**config.mk**
```make
export PLATFORM = sky130hd
export DESIGN_NAME = cpu_lsu
export DESIGN_NICKNAME = d
export VERILOG_FILES = /design/src/rtl/cpu_pkg.sv /design/src/rtl/cpu_lsu_align.sv /design/src/rtl/cpu_lsu.sv
export SDC_FILE = /design/constraint.sdc
export NUM_CORES = 1
export LEC_CHECK = 0
export CORE_ASPECT_RATIO = 1.5
export CORE_MARGIN = 5
export CORE_UTILIZATION = 47
export CTS_CLUSTER_DIAMETER = 80
export DETAILED_ROUTE_END_ITERATION = 10
export PLACE_DENSITY = 0.91
export REMOVE_ABC_BUFFERS = 1
export SKIP_LAST_GASP = 1
export SLEW_MARGIN = 20
export SYNTH_ARGS = -nofsm -noshare
export SYNTH_HDL_FRONTEND = slang
export SYNTH_SLANG_ARGS = --single-unit
```
**constraint.sdc**
```tcl
create_clock -name clk -period 5.1 [get_ports clk]
set_input_delay 1.275 -clock clk [delete_from_list [all_inputs] [get_ports clk]]
set_output_delay 1.275 -clock clk [all_outputs]
set_load 0.02 [all_outputs]
```
**src/rtl/cpu_pkg.sv**
```systemverilog
// Shared CPU definitions: load/store funct3 encodings and the LSU state enum.
package cpu_pkg;

    localparam logic [2:0] LS_B  = 3'b000;
    localparam logic [2:0] LS_H  = 3'b001;
    localparam logic [2:0] LS_W  = 3'b010;
    localparam logic [2:0] LS_BU = 3'b100;
    localparam logic [2:0] LS_HU = 3'b101;

    typedef enum logic [1:0] {
        ST_IDLE = 2'd0,
        ST_BUS  = 2'd1,
        ST_WAIT = 2'd2,
        ST_RESP = 2'd3
    } lsu_state_e;

endpackage

```
**src/rtl/cpu_lsu_align.sv**
```systemverilog
// Byte-lane steering for the LSU: strobes, lane-replicated store data and the
// misaligned/illegal-control flag, all derived from funct3 and the byte offset.
module cpu_lsu_align
    import cpu_pkg::*;
(
    input  logic [2:0]  control_i,
    input  logic [1:0]  off_i,
    input  logic [31:0] wdata_i,
    output logic [3:0]  wstrb_o,
    output logic [31:0] wdata_o,
    output logic        err_o
);

    always_comb begin
        wstrb_o = 4'b0000;
        wdata_o = wdata_i;
        err_o   = 1'b0;
        case (control_i)
            LS_B, LS_BU: begin
                wstrb_o = 4'b0001 << off_i;
                wdata_o = {4{wdata_i[7:0]}};
            end
            LS_H, LS_HU: begin
                wstrb_o = 4'b0011 << off_i;
                wdata_o = {2{wdata_i[15:0]}};
                err_o   = off_i[0];
            end
            LS_W: begin
                wstrb_o = 4'b1111;
                wdata_o = wdata_i;
                err_o   = |off_i;
            end
            default: err_o = 1'b1;
        endcase
    end

endmodule

```
**src/rtl/cpu_lsu.sv**
```systemverilog
// Load/store unit: one operation in flight, word-aligned bus access with byte
// strobes, load data returned right-shifted with the latched funct3.
module cpu_lsu
    import cpu_pkg::*;
#(
    parameter int ADDR_WIDTH = 32
) (
    input  logic                  clk,
    input  logic                  rst_n,
    input  logic                  req_valid,
    output logic                  req_ready,
    input  logic                  req_we,
    input  logic [ADDR_WIDTH-1:0] req_addr,
    input  logic [31:0]           req_wdata,
    input  logic [2:0]            req_control,
    output logic                  mem_valid,
    input  logic                  mem_ready,
    output logic                  mem_we,
    output logic [ADDR_WIDTH-1:0] mem_addr,
    output logic [3:0]            mem_wstrb,
    output logic [31:0]           mem_wdata,
    input  logic                  mem_rvalid,
    input  logic [31:0]           mem_rdata,
    output logic                  rsp_valid,
    input  logic                  rsp_ready,
    output logic [31:0]           rsp_rdata,
    output logic [2:0]            rsp_control,
    output logic                  rsp_err
);

    lsu_state_e            state_q;
    logic                  we_q;
    logic [ADDR_WIDTH-1:0] addr_q;
    logic [2:0]            control_q;
    logic [3:0]            wstrb_q;
    logic [31:0]           wdata_q;
    logic [31:0]           rdata_q;
    logic                  err_q;

    logic [3:0]            align_wstrb;
    logic [31:0]           align_wdata;
    logic                  align_err;
    logic [31:0]           rdata_shifted;

    // Alignment is evaluated on the incoming request so the strobes and
    // replicated data can be registered at accept time.
    cpu_lsu_align u_align (
        .control_i (req_control),
        .off_i     (req_addr[1:0]),
        .wdata_i   (req_wdata),
        .wstrb_o   (align_wstrb),
        .wdata_o   (align_wdata),
        .err_o     (align_err)
    );

    assign rdata_shifted = mem_rdata >> {addr_q[1:0], 3'b000};

    always_ff @(posedge clk or negedge rst_n) begin
        if (!rst_n) begin
            state_q   <= ST_IDLE;
            we_q      <= 1'b0;
            addr_q    <= '0;
            control_q <= 3'b000;
            wstrb_q   <= 4'b0000;
            wdata_q   <= 32'h0;
            rdata_q   <= 32'h0;
            err_q     <= 1'b0;
        end else begin
            case (state_q)
                ST_IDLE: begin
                    if (req_valid) begin
                        we_q      <= req_we;
                        addr_q    <= req_addr;
                        control_q <= req_control;
                        wstrb_q   <= align_wstrb;
                        wdata_q   <= align_wdata;
                        rdata_q   <= 32'h0;
                        err_q     <= align_err;
                        state_q   <= align_err ? ST_RESP : ST_BUS;
                    end
                end
                ST_BUS: begin
                    if (mem_ready) begin
                        if (we_q) begin
                            state_q <= ST_RESP;
                        end else if (mem_rvalid) begin
                            rdata_q <= rdata_shifted;
                            state_q <= ST_RESP;
                        end else begin
                            state_q <= ST_WAIT;
                        end
                    end
                end
                ST_WAIT: begin
                    if (mem_rvalid) begin
                        rdata_q <= rdata_shifted;
                        state_q <= ST_RESP;
                    end
                end
                ST_RESP: begin
                    if (rsp_ready) begin
                        state_q <= ST_IDLE;
                    end
                end
                default: state_q <= ST_IDLE;
            endcase
        end
    end

    // Handshake outputs decode straight from the state register so reset
    // removes mem_valid/rsp_valid without waiting for a clock edge.
    assign req_ready   = (state_q == ST_IDLE);
    assign mem_valid   = (state_q == ST_BUS);
    assign rsp_valid   = (state_q == ST_RESP);
    assign mem_we      = we_q;
    assign mem_addr    = {addr_q[ADDR_WIDTH-1:2], 2'b00};
    assign mem_wstrb   = wstrb_q;
    assign mem_wdata   = wdata_q;
    assign rsp_rdata   = rdata_q;
    assign rsp_control = control_q;
    assign rsp_err     = err_q;

endmodule

```
=== Word level (Yosys, flattened, before mapping) ===
Index checks and enable logic that the tools add are counted.

* Register bits: 107
* Bits of input ports: 106
* Output and inout port bits: 108

* Eq/ne operators: 12
* Shifts and indexed selects: 3
* Multiplexer cells: 16
* Reduce and logical (&&, ||, !) cells: 9

{| class="wikitable"
|+ Operators by type and width
! operator !! count
|-
| $mux 32 || 4
|-
| $pmux 32 s3 || 1
|-
| $pmux 32 s2 || 1
|-
| $shr 32x5->32 || 1
|-
| $pmux 4 s3 || 1
|-
| $mux 2 || 5
|-
| $pmux 2 s4 || 1
|-
| $reduce_and 4->1 || 2
|-
| $eq 3x3->1 const B || 2
|-
| $ne 2x2->1 const B || 3
|-
| $reduce_or 2->1 || 3
|-
| $eq 2x2->1 const B || 2
|-
| $ne 2x1->1 const B || 2
|-
| $shl 1x2->4 const A || 1
|-
| $shl 2x2->4 const A || 1
|-
| $eq 3x1->1 const B || 1
|-
| $eq 3x2->1 const B || 1
|-
| $logic_not 3->1 || 1
|-
| $pmux 1 s3 || 1
|-
| $reduce_bool 3->1 || 1
|-
| $eq 2x1->1 const B || 1
|-
| $logic_not 2->1 || 1
|-
| $mux 1 || 2
|-
| $reduce_and 2->1 || 1
|}

=== Logic depth before layout (Yosys ltp) ===
Gate-level depths: netlist of the first run.

* Depth in word-level cells: 6
* Depth in mapped cells: 8
* Depth with buffers taken out: 6

=== By module ===
A second synthesis of the first run with hierarchy kept.

* Cells, all modules: 440
* Area, all modules: 5322.6 um^2

{| class="wikitable"
|+ Modules (own cells, without submodules)
! module !! instances !! cells each !! area an instance (um^2) !! seq. area each (um^2)
|-
| cpu_lsu || 1 || 375 || 4823.4 || 2677.6
|-
| cpu_lsu_align || 1 || 65 || 499.2 || 0.0
|}

=== Least setup slack after synthesis of the first run ===
OpenSTA, ideal clock, no wires.

* Kind: input port to flip-flop
* From: input port req_valid
* To: register wdata_q[6] (netlist: mem_wdata[6])
* Data arrival time: 2.251 ns
* Data required time: 4.972 ns
* Path slack: 2.721 ns
* Cell stages on the path: 4
* Buffers on the path: 2
* Cells stage by stage: nand2_1 -> clkbuf_1 -> clkbuf_1 -> mux2_1

* Word-level cells in the longest chain between the ends: 1

{| class="wikitable"
|+ RTL lines
! item !! line !! source
|-
| start: declaration || cpu_lsu.sv:10 || <nowiki>input logic req_valid,</nowiki>
|-
| $reduce_and 2->1 (no source line) || -- ||
|-
| end signal: assignment || cpu_lsu.sv:76 || <nowiki>wdata_q <= align_wdata;</nowiki>
|-
| end: declaration || cpu_lsu.sv:36 || <nowiki>logic [31:0] wdata_q;</nowiki>
|}

Every way passes these cells.
A chain may end at the register's enable or synchronous reset.

=== Worst setup path in the final report of the first run ===
* From: register state_q[1]
* To: output port mem_valid

* Word-level cells in the longest chain between the ends: 1

{| class="wikitable"
|+ RTL lines
! item !! line !! source
|-
| start: declaration || cpu_lsu.sv:31 || <nowiki>lsu_state_e state_q;</nowiki>
|-
| start signal: assignment || cpu_lsu.sv:79 || <nowiki>state_q <= align_err ? ST_RESP : ST_BUS;</nowiki>
|-
| $eq 2x1->1 || cpu_lsu.sv:113 || <nowiki>assign mem_valid = (state_q == ST_BUS);</nowiki>
|-
| end: declaration || cpu_lsu.sv:16 || <nowiki>output logic mem_valid,</nowiki>
|}

Every way passes these cells.

==> flow_metrics.py, run 1 <==
metrics = {
    "grt": {
        "antenna_found_initial": 0,
        "grt_pass1_vias": 4598,
        "grt_usage_pct": 21.9,
        "grt_max_degree": 78,
        "grt.overflow.total": 0,
        "grt_pass1_wl_um": 22900,
    },
    "pwr": {
        "p_leak_nw": 3.19,
        "peakVddDrop_uv": 391,
        "p_per_area_mw_per_mm2": 632,
    },
    "critical_path": {
        "r2r_slack_ns": 2.55,
        "critPathRequiredTime_ns": 3.83,
        "startpoint_type": "register",
        "crit_fanout": 6,
        "arrival_ns": 1.94,
        "worst_setup_path_end_kind": "primary output",
        "rr_worst_depth": 8,
        "critPathKind": "reg -> out",
    },
    "die": {
        "rows": 47,
        "io_pins": 214,
        "initial_utilization_pct": 47.7,
        "die_w_um": 96.1,
        "fp.coreArea_sq_mm": 0.0109,
        "dieArea_sq_mm": 0.0134,
        "die_y_um": 139,
    },
    "sta": {
        "period_needed_ns": 3.21,
        "tns_ns": 0,
        "setup_viol": 0,
        "finalHoldViolations": 0,
        "finalCritPeriodShare_pct": 62.9,
        "finClkSkew_ns": 0.00846,
        "tightest_slew_ns": 1.03,
        "finalMaxSlewViolations": 0,
        "rsz0062_at_grt": "false",
        "max_freq_mhz": 312,
        "max_slew_margin_pct": 31.5,
    },
    "yosys": {
        "ys_types": 37,
        "yosys.area.top_type": "dfrtp_1",
        "syn_area_sq_mm": 0.00522,
        "ys_ff_latch": 107,
        "yosysSeqAreaShare_pct": 51.3,
        "synth.area.top_cells": "dfrtp_1 51%, mux2_1 11%, mux2i_1 7.7%",
        "synth_area_per_cell_sq_um": 11.1,
        "synth_top_area_share_pct": 51.3,
        "syn_inst": 472,
        "yosys_warnings": 0,
    },
    "routing": {
        "drt-total-wl_um": 14300,
        "remaining_drc_errors": 0,
        "ant_nets": 0,
        "via_per_inst": 5.28,
        "drt_iter0_drc": 100,
        "first_pass_iters": 4,
        "vias": 4180,
        "routedWlPerCell_um": 18.1,
    },
    "clock_tree": {
        "numCtsBuffers": 9,
        "cts_sinks": 107,
        "clockBufferDepth": 2,
        "worstSkewPairLatency_ns": 0.34,
        "hold_buffers": 0,
        "root_buffer": "clkbuf_16",
        "clk_pin_slew_ns": 0.07,
        "ctsResizeCount": 0,
        "cts_tree": "yes",
        "post_cts_buffers": 0,
        "htreeDepth": 3,
    },
    "hold_path": {
        "hp-class": "reg -> reg",
        "hold_depth": 2,
    },
    "placed_design": {
        "placed_cells": 774,
        "postPlaceCellArea_sq_mm": 0.00718,
        "globalplace.congestion": 0.846,
        "numPortBuffers": 211,
        "detailed_place_hpwl_um": 11000,
    },
    "final_layout": {
        "design_area_sq_mm": 0.00747,
        "layout-drive-gt1-share_pct": 4.50,
        "mostFrequentLayoutCells": "210 x clkdlybuf4s50_1, 107 x dfrtp_1, 53 x o21ai_1, 52 x mux2_1, 50 x nand2_1",
        "post-route-util_pct": 68.3,
        "layout.cells.non_filler": 791,
        "nets": 751,
        "antenna-diode-count": 0,
        "fillCellCount": 833,
        "area_growth_pct": 43.0,
        "final_common_cell": "clkdlybuf4s50_1",
    },
    "outcome": {
        "status": "completed",
    },
    "job": {
        "maxCapViolCount": 0,
    },
}
cells in the mapped netlist (all sizes together):
library cell / instances
a21boi: 1
o31ai: 2
conb: 1
ha: 6
a211o: 1
nor2b: 6
a211oi: 1
nor2: 22
nand2b: 2
o221ai: 8
dfrtp: 107
inv: 3
or2: 2
nor3: 1
buf: 46
nand2: 51
o21ai: 54
mux2: 53
or4: 1
nand3: 8
o2bb2ai: 8
clkbuf: 16
nor4: 1
a2111oi: 2
a21oi: 18
o31a: 2
o21a: 9
mux2i: 40
metrics by stage:
stage / hold WS (ns) / total power (W) / setup WS [ns]
after CTS: 0.487 / 0.00476 / 1.67
final: 0.485 / 0.00472 / 1.89
after detailed placement: 0.470 / 0.00408 / 1.33
after global routing: 0.507 / 0.00500 / 1.78
after global placement: 0.466 / 0.00397 / 1.56
after floorplan: 0.527 / 0.00285 / 1.43
worst max-delay path, stage by stage (launching register included):
cell and delay (ns):
dfrtp_1 0.44, inv_1 0.15, ha_1 0.35, clkdlybuf4s50_1 0.67
registers in the layout, indices dropped and copies added, names as in the netlist:
signal       count
rsp_control      3
mem_we           1
mem_wdata       32
rsp_rdata       32
state_q          2
mem_wstrb        4
addr_q          32
rsp_err          1
kinds of logic (layout without fill, tap and decap cells):
family	Yosys count	after routing	synth area share, %
other	1	2	0.0718
AO/OA/AOI/OAI	106	106	12.8
flip-flops	107	107	51.3
multiplexers	93	93	19.1
AND/OR/NAND/NOR	94	94	7.81
buffers and inverters	65	236	7.55
adder cells (fa/ha/maj)	6	6	1.44
worst paths after layout:
kind,startpoint,endpoint
setup / recovery,state_q[1],mem_valid
hold / removal,rsp_rdata[29],rsp_rdata[29]
setup reg to reg,state_q[0],rsp_rdata[0]
hold reg to reg,rsp_rdata[29],rsp_rdata[29]
max in group asynchronous,rst_n,state_q[0]
min in group asynchronous,rst_n,mem_wdata[4]
report_power, final:
| part | switching (W) | internal [W] |
|---|---|---|
| Sequential | 0.000285 | 0.00125 |
| Combinational | 0.00134 | 0.00119 |
| Clock | 0.000310 | 0.000347 |
cell type report:
type                    instances  area, sq um  share of cell area [%]
repair buffers                217         2150                    28.8
clock inverters                 5         37.5                   0.503
clock buffers                  11          243                    3.25
multi-input cells             301         2160                    28.9
inverters                       3         11.3                   0.151
flip-flops and latches        107         2680                    35.8
well taps                     147          184                    2.46
layer usage:
| metal | up-vias | global-route usage [%] | part of all wire, % | routed length [um] |
|---|---|---|---|---|
| li1 | 1958 | - | - | - |
| met1 | 1991 | 23.5 | 35 | 5030 |
| met2 | 191 | 37.8 | 54 | 7680 |
| met3 | 40 | 6.89 | 8.1 | 1160 |
| met4 | 0 | 10.6 | 3.3 | 479 |
| met5 | - | 0 | 0 | 0 |
(Power assumes the default switching activity.)
==> run 2: changes to the inputs <==
--- a/config.mk
+++ b/config.mk
@@ -7,10 +7,10 @@
 export LEC_CHECK = 0
 export CORE_ASPECT_RATIO = 1.5
 export CORE_MARGIN = 5
-export CORE_UTILIZATION = 47
+export CORE_UTILIZATION = 39
 export CTS_CLUSTER_DIAMETER = 80
 export DETAILED_ROUTE_END_ITERATION = 10
-export PLACE_DENSITY = 0.91
+export PLACE_DENSITY = 0.81
 export REMOVE_ABC_BUFFERS = 1
 export SKIP_LAST_GASP = 1
 export SLEW_MARGIN = 20
==> constraint.sdc (replaced) <==
create_clock -name clk -period 2.8 [get_ports clk]
set_input_delay 0.7 -clock clk [delete_from_list [all_inputs] [get_ports clk]]
set_output_delay 0.7 -clock clk [all_outputs]
set_load 0.02 [all_outputs]
==> run 2 against run 1 <==
Against the previous run: critical path depth stayed put; worst hold slack worse by 0.15 ns; sequential power is 76% higher; core utilization is 10 points lower; sequential cell count stayed put; clock power is 98% higher.
==> flow_metrics.py, run 2 (same netlist as run 1, synthesis figures left out) <==
metrics = {
    "outcome": {
        "status": "completed",
    },
    "sta": {
        "tightest_slew_ns": 0.762,
        "setup_viol": 0,
        "rsz0062_at_grt": "false",
        "max_freq_mhz": 378,
        "tns_ns": 0,
        "finalCritPeriodShare_pct": 94.4,
        "max_slew_margin_pct": 49.2,
        "period_needed_ns": 2.64,
        "finClkSkew_ns": 0.00686,
        "finalMaxSlewViolations": 0,
        "finalHoldViolations": 0,
    },
    "final_layout": {
        "antenna-diode-count": 0,
        "regArea_sq_mm": 0.00268,
        "mostFrequentLayoutCells": "210 x clkdlybuf4s50_1, 107 x dfrtp_1, 53 x o21ai_1, 52 x mux2_1, 50 x nand2_1",
        "nets": 762,
        "multi_input_area_sq_mm": 0.00216,
        "layout-drive-gt1-share_pct": 6.26,
        "fillCellCount": 1085,
        "layout.cells.non_filler": 814,
        "area_growth_pct": 45.9,
        "final_common_cell": "clkdlybuf4s50_1",
    },
    "critical_path": {
        "arrival_ns": 1.94,
        "r2r_slack_ns": 0.64,
        "crit_fanout": 6,
        "cp-endpoint": "mem_valid",
        "startpoint_type": "register",
        "cp-startpoint": "state_q[1]",
        "worstReg2RegEnd": "rsp_rdata[5]",
        "cp.depth": 3,
        "critPathRequiredTime_ns": 2.10,
        "path_buf_inv": 2,
        "crit_chain": "inv_1 -> ha_1 -> clkdlybuf4s50_1",
        "timing.rr.start": "state_q[0]",
        "critPathKind": "reg -> out",
        "critical_path.top_delay_family": "buffers and inverters",
        "rr_worst_depth": 7,
        "crit_path_top_delay_cell": "clkdlybuf4s50_1",
        "slowest_delay_ns": 0.67,
        "worst_setup_path_end_kind": "primary output",
    },
    "routing": {
        "via_per_inst": 5.12,
        "routedWlPerCell_um": 17.6,
        "drt-total-wl_um": 14400,
        "vias": 4167,
        "remaining_drc_errors": 0,
        "first_pass_iters": 4,
        "drt_iter0_drc": 110,
        "ant_nets": 0,
    },
    "grt": {
        "antenna_found_initial": 0,
        "grt_max_degree": 48,
        "grt_pass1_vias": 4591,
        "grt_usage_pct": 18.0,
        "grt_pass1_wl_um": 23300,
        "grt.overflow.total": 0,
    },
    "die": {
        "initial_utilization_pct": 39.9,
        "die_w_um": 104,
        "io_pins": 214,
        "rows": 51,
        "dieArea_sq_mm": 0.0159,
        "fp.coreArea_sq_mm": 0.0131,
        "die_y_um": 152,
    },
    "pwr": {
        "p_leak_nw": 3.28,
        "peakVddDrop_uv": 507,
        "p_per_area_mw_per_mm2": 1140,
    },
    "clock_tree": {
        "worstSkewPairLatency_ns": 0.34,
        "numCtsBuffers": 9,
        "cts_tree": "yes",
        "htreeDepth": 3,
        "ctsResizeCount": 0,
        "clk_pin_slew_ns": 0.08,
        "post_cts_buffers": 0,
        "clockBufferDepth": 2,
        "root_buffer": "clkbuf_16",
        "cts_sinks": 107,
        "hold_buffers": 0,
    },
    "job": {
        "maxCapViolCount": 0,
    },
    "placed_design": {
        "globalplace.congestion": 0.877,
        "detailed_place_hpwl_um": 11400,
        "placed_cells": 798,
        "numPortBuffers": 211,
    },
    "hold_path": {
        "hp-class": "in -> async",
    },
}
-- run 2: cell count changes in the layout (fill, tap and decap cells not counted), moves of 2 or more --
cell        change
buf_12          +2
inv_6           +2
clkinvlp_4      -2
buf_4           +9
-- run 2: layer usage --
| layer | up-vias | part of all wire [%] | global-route usage [%] |
|---|---|---|---|
| li1 | 1976 | - | - |
| met1 | 2016 | 37 | 19.9 |
| met2 | 154 | 55 | 32.9 |
| met3 | 21 | 6.4 | 5.13 |
| met4 | 0 | 2.2 | 6.48 |
| met5 | - | 0 | 0 |
-- run 2: report_power, final --
part | switching [W] | leakage, nW | internal (W)
sequential | 0.000450 | 1.33 | 0.00225
combinational | 0.00245 | 1.79 | 0.00220
clock | 0.000591 | 0.153 | 0.000710
total | 0.00349 | 3.28 | 0.00516
-- run 2: through the flow --
step           hold slack [ns]  area [sq um]  setup WS (ns)  power (W)  utilization (%)
2_1_floorplan            0.404          4840         -0.478    0.00519                -
3_3_place_gp             0.466          7310          0.456    0.00725             55.9
3_5_place_dp             0.471          7310          0.423    0.00742             55.9
4_1_cts                  0.356          7620          0.140    0.00876             58.2
5_1_grt                  0.383          7620         0.0880    0.00918             58.2
6_report                 0.340          7620          0.156    0.00865             58.2
-- run 2: worst register-to-register path, stage by stage (launching register included) --
cell and delay, ns:
dfrtp_1 0.46, inv_1 0.12, ha_1 0.37, nor2b_1 0.19
a2111oi_4 0.31, buf_4 0.31, o221ai_1 0.18, o21a_1 0.13
-- run 2: worst min-delay path by stage --
stage                  startpoint            end  slack [ns]
finish                      rst_n   mem_wdata[3]        0.34
global route                rst_n  mem_wdata[10]        0.38
CTS                         rst_n   mem_wdata[3]        0.36
detailed placement  rsp_rdata[25]  rsp_rdata[25]        0.47
global placement    mem_wdata[13]  mem_wdata[13]        0.47
floorplan                   rst_n      addr_q[0]        0.40
-- run 2: cell type report --
cell class | count | area share [%]
clock buffer | 9 | 2.96
clock inverter | 7 | 1.07
inverter | 3 | 0.148
multi-input combinational | 301 | 28.4
sequential | 107 | 35.1
tap | 159 | 2.61
timing repair buffer | 228 | 29.7
==> run 3: changes to the inputs <==
--- a/config.mk
+++ b/config.mk
@@ -7,10 +7,10 @@
 export LEC_CHECK = 0
 export CORE_ASPECT_RATIO = 1.5
 export CORE_MARGIN = 5
-export CORE_UTILIZATION = 39
+export CORE_UTILIZATION = 43
 export CTS_CLUSTER_DIAMETER = 80
 export DETAILED_ROUTE_END_ITERATION = 10
-export PLACE_DENSITY = 0.81
+export PLACE_DENSITY = 0.84
 export REMOVE_ABC_BUFFERS = 1
 export SKIP_LAST_GASP = 1
 export SLEW_MARGIN = 20
==> constraint.sdc (replaced) <==
create_clock -name clk -period 2.9 [get_ports clk]
set_input_delay 0.725 -clock clk [delete_from_list [all_inputs] [get_ports clk]]
set_output_delay 0.725 -clock clk [all_outputs]
set_load 0.02 [all_outputs]
==> run 3 against run 2 <==
Against the previous run: first-iteration DRC count decreased by 13%; sequential power about the same; combinational power decreased by 4.9%; wire length increased by 1.2%; via count increased by 1.2%; core utilization increased by 5.4 points; sequential share of layout area increased by 0.058 points; critical endpoint unchanged; sequential cell count unchanged; clock power about the same; clock-buffer cell count increased by 1.
==> flow_metrics.py, run 3 (same netlist as run 1, synthesis figures left out) <==
metrics = {
    "clock_tree": {
        "clk_pin_slew_ns": 0.08,
        "ctsResizeCount": 0,
        "root_buffer": "clkbuf_16",
        "cts_tree": "yes",
        "htreeDepth": 3,
        "clockBufferDepth": 2,
        "numCtsBuffers": 9,
        "worstSkewPairLatency_ns": 0.34,
        "post_cts_buffers": 0,
        "cts_sinks": 107,
        "hold_buffers": 0,
    },
    "pwr": {
        "p_per_area_mw_per_mm2": 1100,
        "peakVddDrop_uv": 675,
        "power.switching_w": 0.00338,
        "pwr-share-comb_pct": 52.9,
        "p_seq_share_pct": 31.9,
        "p_leak_nw": 3.27,
        "p_clk_share_pct": 15.3,
        "swShare_pct": 40.5,
        "internal-power_w": 0.00498,
    },
    "critical_path": {
        "critPathKind": "reg -> out",
        "cp-startpoint": "state_q[1]",
        "arrival_ns": 1.94,
        "critPathRequiredTime_ns": 2.17,
        "slowest_delay_ns": 0.67,
        "crit_path_top_delay_cell": "clkdlybuf4s50_1",
        "timing.rr.start": "state_q[0]",
        "crit_chain": "inv_1 -> ha_1 -> clkdlybuf4s50_1",
        "r2r_slack_ns": 0.71,
        "worst_setup_path_end_kind": "primary output",
        "startpoint_type": "register",
        "crit_fanout": 6,
    },
    "final_layout": {
        "layout-drive-gt1-share_pct": 5.83,
        "layout.cells.non_filler": 805,
        "antenna-diode-count": 0,
        "nets": 759,
        "final_common_cell": "clkdlybuf4s50_1",
        "fillCellCount": 932,
        "post-route-util_pct": 63.6,
        "multi_input_area_sq_mm": 0.00216,
        "mostFrequentLayoutCells": "210 x clkdlybuf4s50_1, 107 x dfrtp_1, 53 x o21ai_1, 52 x mux2_1, 50 x nand2_1",
        "regArea_sq_mm": 0.00268,
        "area_growth_pct": 45.6,
        "design_area_sq_mm": 0.00761,
    },
    "sta": {
        "finalCritPeriodShare_pct": 92.0,
        "setup_viol": 0,
        "rsz0062_at_grt": "false",
        "max_slew_margin_pct": 31.5,
        "finClkSkew_ns": 0.00892,
        "finalHoldViolations": 0,
        "finalMaxSlewViolations": 0,
        "tightest_slew_ns": 1.03,
        "final.setup.worst_slack_ns": 0.231,
        "timing.hold.ws_ns": 0.357,
        "max_freq_mhz": 375,
        "period_needed_ns": 2.67,
    },
    "routing": {
        "routedWlPerCell_um": 18.0,
        "drt-total-wl_um": 14500,
        "vias": 4218,
        "drt_iter0_drc": 96,
        "ant_nets": 0,
        "remaining_drc_errors": 0,
        "via_per_inst": 5.24,
        "first_pass_iters": 4,
    },
    "hold_path": {
        "hp-class": "in -> async",
    },
    "die": {
        "initial_utilization_pct": 43.7,
        "die_w_um": 100,
        "dieArea_sq_mm": 0.0145,
        "rows": 49,
        "io_pins": 214,
        "fp.coreArea_sq_mm": 0.0120,
        "die_y_um": 145,
    },
    "grt": {
        "groute.layer.met3.usage_pct": 6.53,
        "grt_max_degree": 53,
        "grt_usage_pct": 20.1,
        "grt_pass1_wl_um": 23600,
        "grt_pass1_vias": 4665,
        "grtUsageMet2_pct": 37.2,
        "antenna_found_initial": 0,
        "grt_busiest_layer": "met2",
        "use_met1_pct": 20.9,
        "grt.overflow.total": 0,
    },
    "placed_design": {
        "detailed_place_hpwl_um": 11400,
        "numPortBuffers": 211,
        "placed_cells": 789,
        "globalplace.congestion": 0.880,
        "postPlaceCellArea_sq_mm": 0.00729,
        "place_ws_ns": 0.487,
    },
    "outcome": {
        "status": "completed",
    },
    "job": {
        "maxCapViolCount": 0,
    },
}
-- run 3: worst max-delay path, delay by kind of cell, from the launching register on --
| family | cells | cell delay (ns) |
|---|---|---|
| flip-flops | 1 | 0.44 |
| adder cells (fa/ha/maj) | 1 | 0.34 |
| buffers and inverters | 2 | 0.82 |
-- run 3: through the flow --
| step | setup TNS, ns | power (W) |
|---|---|---|
| 2_1_floorplan | -20.74 | 0.00501 |
| 3_3_place_gp | 0 | 0.00696 |
| 3_5_place_dp | 0 | 0.00713 |
| 4_1_cts | 0 | 0.00842 |
| 5_1_grt | 0 | 0.00883 |
| 6_report | 0 | 0.00836 |
-- run 3: area by class of cell --
cell class,count,area share [%]
sequential,107,35.2
timing repair buffer,225,29.6
multi-input combinational,301,28.4
clock buffer,10,3.14
tap,153,2.52
clock inverter,6,0.954
inverter,3,0.148
-- run 3: power groups by stage --
stage / logic [W] / registers [W] / clock network, W
6_report: 0.00442 / 0.00267 / 0.00128
5_1_grt: 0.00472 / 0.00276 / 0.00135
4_1_cts: 0.00446 / 0.00267 / 0.00129
3_5_place_dp: 0.00444 / 0.00269 / 0
3_3_place_gp: 0.00432 / 0.00264 / 0
2_1_floorplan: 0.00156 / 0.00345 / 0
-- run 3: metal layers --
layer | routed length [um] | up-vias
met5 | 0 | -
met4 | 321 | 0
met3 | 1180 | 25
met2 | 7950 | 166
met1 | 5070 | 2052
li1 | - | 1975
-- run 3: path summary, 6_finish.rpt --
kind / to / cells past startpoint
worst min-delay path: mem_wdata[2] / 1
max in group asynchronous: mem_wstrb[2] / 2
worst min register to register: rsp_rdata[25] / 2
worst max register to register: rsp_rdata[7] / 7
min in group clk: rsp_rdata[25] / 2
worst max-delay path: mem_valid / 3
